$ cat src/rtl/score_pair_feeder.sv
// ---------------------------------------------------------------------------
// score_pair_feeder
//
// Producer side of a pairwise argmax interface. On START it clears the
// comparator, reads N_SCORES signed scores from a synchronous-read score RAM
// and presents them two at a time (COMP_IN1/COMP_IN2) with a one-cycle
// COMP_TRIG strobe. A missing second score of an odd final pair is replaced
// by PAD_VAL. DONE pulses for one cycle once the comparator result is final.
//
// Ports
//   CLKEXT     in   1       clock, rising edge
//   RST_FEED   in   1       asynchronous active-high reset
//   START      in   1       scan request, accepted from IDLE only
//   BUSY       out  1       high from CLEAR through the last EMIT
//   DONE       out  1       one-cycle completion pulse
//   SC_RE      out  1       score RAM read enable
//   SC_ADDR    out  ADDR_W  score RAM read address
//   SC_RDATA   in   DATA_W  score RAM data, valid the cycle after SC_RE
//   COMP_RST   out  1       comparator clear, high during CLEAR
//   COMP_EN    out  1       comparator enable, equals BUSY
//   COMP_TRIG  out  1       pair strobe, high during EMIT
//   COMP_IN1   out  DATA_W  even-index score of the current pair
//   COMP_IN2   out  DATA_W  odd-index score or PAD_VAL
// ---------------------------------------------------------------------------
module score_pair_feeder #(
    parameter int                  N_SCORES = 10,
    parameter int                  DATA_W   = 16,
    parameter int                  ADDR_W   = 4,
    parameter logic [DATA_W-1:0]   PAD_VAL  = {1'b1, {(DATA_W-1){1'b0}}}
) (
    input  logic              CLKEXT,
    input  logic              RST_FEED,
    input  logic              START,
    output logic              BUSY,
    output logic              DONE,
    output logic              SC_RE,
    output logic [ADDR_W-1:0] SC_ADDR,
    input  logic [DATA_W-1:0] SC_RDATA,
    output logic              COMP_RST,
    output logic              COMP_EN,
    output logic              COMP_TRIG,
    output logic [DATA_W-1:0] COMP_IN1,
    output logic [DATA_W-1:0] COMP_IN2
);

    localparam int N_PAIRS = (N_SCORES + 1) / 2;
    localparam int PW      = $clog2(N_PAIRS + 1);

    typedef enum logic [2:0] {
        S_IDLE,
        S_CLEAR,
        S_RD_A,
        S_RD_B,
        S_CAP,
        S_EMIT,
        S_DONE
    } state_t;

    state_t              state_q, state_d;
    logic [PW-1:0]       pair_q, pair_d;
    logic [ADDR_W-1:0]   addr_q, addr_d;
    logic [DATA_W-1:0]   in1_q, in1_d;
    logic [DATA_W-1:0]   in2_q, in2_d;

    // Index of the first score of the current pair, and the pair shape tests
    logic [31:0]         idx_a;
    logic                has_b;
    logic                last_pair;

    assign idx_a     = 32'(pair_q) << 1;
    assign has_b     = (idx_a + 32'd1) < 32'(N_SCORES);
    assign last_pair = (idx_a + 32'd2) >= 32'(N_SCORES);

    // State register
    always_ff @(posedge CLKEXT or posedge RST_FEED) begin
        if (RST_FEED) begin
            state_q <= S_IDLE;
        end else begin
            state_q <= state_d;
        end
    end

    // Next-state logic
    always_comb begin
        state_d = state_q;
        case (state_q)
            S_IDLE:  if (START) state_d = S_CLEAR;
            S_CLEAR: state_d = S_RD_A;
            S_RD_A:  state_d = S_RD_B;
            S_RD_B:  state_d = S_CAP;
            S_CAP:   state_d = S_EMIT;
            S_EMIT:  state_d = last_pair ? S_DONE : S_RD_A;
            S_DONE:  state_d = S_IDLE;
            default: state_d = S_IDLE;
        endcase
    end

    // Output logic (Moore)
    always_comb begin
        BUSY      = 1'b0;
        DONE      = 1'b0;
        SC_RE     = 1'b0;
        COMP_RST  = 1'b0;
        COMP_TRIG = 1'b0;
        case (state_q)
            S_CLEAR: begin
                BUSY     = 1'b1;
                COMP_RST = 1'b1;
            end
            S_RD_A: begin
                BUSY  = 1'b1;
                SC_RE = 1'b1;
            end
            S_RD_B: begin
                BUSY  = 1'b1;
                SC_RE = has_b;
            end
            S_CAP: begin
                BUSY = 1'b1;
            end
            S_EMIT: begin
                BUSY      = 1'b1;
                COMP_TRIG = 1'b1;
            end
            S_DONE: begin
                DONE = 1'b1;
            end
            default: ;
        endcase
        COMP_EN = BUSY;
    end

    // Datapath next-state. SC_ADDR is registered, so the address for a read
    // state is loaded on entry to it: 2p on entering RD_A (from CLEAR or EMIT)
    // and 2p+1 on entering RD_B when that score exists.
    always_comb begin
        pair_d = pair_q;
        addr_d = addr_q;
        in1_d  = in1_q;
        in2_d  = in2_q;
        case (state_q)
            S_CLEAR: begin
                pair_d = '0;
                addr_d = '0;
            end
            S_RD_A: begin
                if (has_b) addr_d = ADDR_W'(idx_a + 32'd1);
            end
            S_RD_B: begin
                in1_d = SC_RDATA;
            end
            S_CAP: begin
                in2_d = has_b ? SC_RDATA : PAD_VAL;
            end
            S_EMIT: begin
                if (!last_pair) begin
                    pair_d = pair_q + PW'(1);
                    addr_d = ADDR_W'(idx_a + 32'd2);
                end
            end
            default: ;
        endcase
    end

    always_ff @(posedge CLKEXT or posedge RST_FEED) begin
        if (RST_FEED) begin
            pair_q <= '0;
            addr_q <= '0;
            in1_q  <= '0;
            in2_q  <= '0;
        end else begin
            pair_q <= pair_d;
            addr_q <= addr_d;
            in1_q  <= in1_d;
            in2_q  <= in2_d;
        end
    end

    assign SC_ADDR  = addr_q;
    assign COMP_IN1 = in1_q;
    assign COMP_IN2 = in2_q;

endmodule

$ cat config.mk
export PLATFORM = sky130hd
export DESIGN_NAME = score_pair_feeder
export DESIGN_NICKNAME = d
export VERILOG_FILES = /design/src/rtl/score_pair_feeder.sv
export SDC_FILE = /design/constraint.sdc
export NUM_CORES = 1
export LEC_CHECK = 0
export ABC_AREA = 1
export CAP_MARGIN = 10
export CORE_ASPECT_RATIO = 1.75
export CORE_MARGIN = 5
export CORE_UTILIZATION = 41
export DETAILED_ROUTE_END_ITERATION = 16
export MAX_ROUTING_LAYER = met4
export PLACE_DENSITY = 0.77
export SETUP_SLACK_MARGIN = 0.4
export SLEW_MARGIN = 40
export SYNTH_ARGS = -nofsm -noshare
export SYNTH_HDL_FRONTEND = slang
export SYNTH_SLANG_ARGS = --single-unit
$ cat constraint.sdc
create_clock -name CLKEXT -period 1.4 [get_ports CLKEXT]
set_clock_uncertainty 0.05 [all_clocks]
set_input_delay 0.28 -clock CLKEXT [delete_from_list [all_inputs] [get_ports CLKEXT]]
set_output_delay 0.28 -clock CLKEXT [all_outputs]
set_load 0.005 [all_outputs]
==> impl_metrics.json <==
{
  "grt_use_met1": 0.238,
  "failed_checks": "setup timing",
  "slew_headroom": 0.824,
  "report.final.slew_viol_count": 0,
  "async_flop_share": 1.00,
  "ios": 61,
  "groute.usage.overall": 0.227,
  "core-area_um2": 4400,
  "final_cells": 408,
  "drtIter0Drc": 93,
  "worstSetupPathType": "flip-flop to primary output",
  "required_ns": 1.07,
  "critPathCaptureType": "primary output",
  "placed_area_um2": 2720,
  "syn_avg_cell_area_um2": 9.00,
  "synth_top_cells_by_count": "nand2_1, dfrtp_1, inv_1",
  "wl_um": 6920,
  "grt_first_pass_wirelength_um": 9830,
  "cts_root_buf": "clkbuf_8",
  "final_hold_viol_count": 0,
  "pwr-share-seq": 0.255,
  "h-tree-depth": 2,
  "ys_seq_elements": 42,
  "insertion_delay_ns": 0.28,
  "dp_cells": 330,
  "power_frac_clock": 0.120,
  "hold_slack_ns": 0.347,
  "drc_errors": 0,
  "start_kind": "flip-flop",
  "drt-pass1-iter-count": 4,
  "cp_slowest_stage_delay_ns": 0.44,
  "leakagePower_nw": 1.93,
  "portBuffers": 60,
  "vias": 2045,
  "layout_setup_ws_ns": -0.205,
  "synth_top_area_frac": 0.561,
  "synth.largest_area_cell": "dfrtp_1",
  "tritoncts": "done",
  "grt_overflow": 0,
  "antenna_found_initial": 0,
  "start_util": 0.425,
  "crit_family": "flip-flops",
  "synthCells": 208,
  "cts_max_path_buffers": 2,
  "hold_buffers": 0,
  "seq_area_frac_synth": 0.561,
  "worstSetupPathDepth": 5,
  "synthTopCellsByArea": "dfrtp_1, nand2_1, o21ai_0",
  "syn_to_final_growth_pct": 94.8,
  "drive_above_1_share": 0.641,
  "avgRoutedWirePerCell_um": 16.9,
  "crit_buf_inv": 2,
  "ys_types": 22,
  "synth_most_common_cell": "nand2_1",
  "r2r_cells": 7,
  "grt_pass1_vias": 2013,
  "grt_max_degree": 43,
  "busiest_layer": "met2",
  "period_share": 1.15,
  "power_frac_comb": 0.626,
  "synth-main-ff-cell": "dfrtp_1",
  "die_h_um": 99.4,
  "critPathMaxFanout": 4,
  "cellPowerDensity_nw_per_um2": 2250,
  "synth_warnings": 0,
  "p_int_mw": 5.22,
  "finalNetCount": 378,
  "synth_edf_count": 0,
  "clock-sinks": 42,
  "p_sw_frac": 0.365,
  "synth_nets": 229,
  "setup_viol": 47,
  "synth_area_um2": 1870,
  "cts_inserted_buffers": 5,
  "worstMarginPinSlew_ns": 0.261,
  "period_needed_ns": 1.60,
  "fin_area_um2": 3650,
  "max_clock_freq_mhz": 623,
  "path_cells": "buf_6 > nor2_4 > nand2_4 > o21ai_2 > buf_2",
  "peakVddDrop_uv": 1560,
  "p_sw_mw": 3.00,
  "place_ws_ns": -0.281,
  "clkTransAtPathRegs_ns": 0.07,
  "dieWidth_um": 61.1,
  "use_met2": 0.411,
  "ant_nets": 0,
  "antenna_cells": 0,
  "met3_usage": 0.0416,
  "rsz0062_at_grt": "true",
  "crit_arrival_ns": 1.27,
  "place_congestion": 0.791,
  "status": "complete, but fails checks",
  "fin_tns_setup_ns": -6.33,
  "min_path_type": "primary input to async pin",
  "vias_per_cell": 5.01,
  "dp_hpwl_um": 3370,
  "die-area_um2": 6070,
  "cp_slowest_cell": "dfrtp_2",
  "cap_violations": 0,
  "rows": 32
}
-- cells by family after synthesis --
kind of cell    count (synthesis)  synth area share
compound gates                 39             0.132
buf+inv                        40            0.0963
fa+ha+maj                       2            0.0134
simple gates                   85             0.197
flops                          42             0.561
-- final cells by class --
| class | instances | area, um2 |
|---|---|---|
| Clock buffer | 6 | 82.6 |
| Clock inverter | 1 | 30.0 |
| Fill cell | 260 | 758 |
| Inverter | 33 | 148 |
| Multi-Input combinational cell | 126 | 943 |
| Sequential cell | 42 | 1050 |
| Tap cell | 51 | 63.8 |
| Timing Repair Buffer | 149 | 1320 |
-- final timing paths --
check	start	to	slack (ns)
worst min-delay path	RST_FEED	state_q[0]	0.35
worst max register to register	state_q[1]	COMP_IN2[9]	-0.19
worst max-delay path	state_q[2]	SC_RE	-0.20
min in group CLKEXT	COMP_IN1[13]	COMP_IN1[13]	0.45
max in group asynchronous	RST_FEED	state_q[1]	0.73
worst min register to register	COMP_IN1[13]	COMP_IN1[13]	0.45
-- power by group through the flow --
stage          combinational [mW]  sequential (mW)  clock [mW]
2_1_floorplan                1.44             2.16           0
3_3_place_gp                 2.96             2.15           0
3_5_place_dp                 3.03             2.16           0
4_1_cts                      3.83             2.05       0.986
5_1_grt                      5.50             2.14        1.05
6_report                     5.14             2.09       0.984
-- state kept, by name, indices dropped and copies added (netlist names) --
signal / count
COMP_IN1: 16
COMP_IN2: 16
SC_ADDR: 4
pair_q: 3
state_q: 3
-- per-layer routing --
layer	vias to the layer above	wire length, um
li1	949	-
met2	74	4070
met3	21	349
met4	0	189
met1	1001	2300
met5	-	0
-- placed cells by master (no fill, tap or decap), drive strengths merged --
cell	instances
nor2	5
clkinvlp	1
o21ai	37
nand2	66
bufinv	1
inv	32
o211ai	1
a31oi	1
clkdlybuf4s50	18
ha	2
nand3b	1
dfrtp	42
buf	131
clkbuf	6
nor3	2
nand3	11
-- per-stage QoR --
| stage | utilization | power [mW] |
|---|---|---|
| after floorplan | - | 3.60 |
| after global placement | 0.618 | 5.11 |
| after detailed placement | 0.618 | 5.19 |
| after CTS | 0.718 | 6.86 |
| after global routing | 0.828 | 8.70 |
| final | 0.828 | 8.21 |
-- worst register-to-register path: stages (launching register included) --
cell and delay, ns:
dfrtp_2 0.42, buf_6 0.13, buf_6 0.11, buf_6 0.11, nor3_4 0.27, nand2_4 0.13
buf_12 0.18, o21ai_2 0.12
-- what timing repair did --
action,in CTS,in global routing
pin swaps,20,20
resized for setup,198,74
setup buffers,36,30
cloned,5,0
endpoints found under the setup margin,84,84
(Power assumes the default switching activity.)
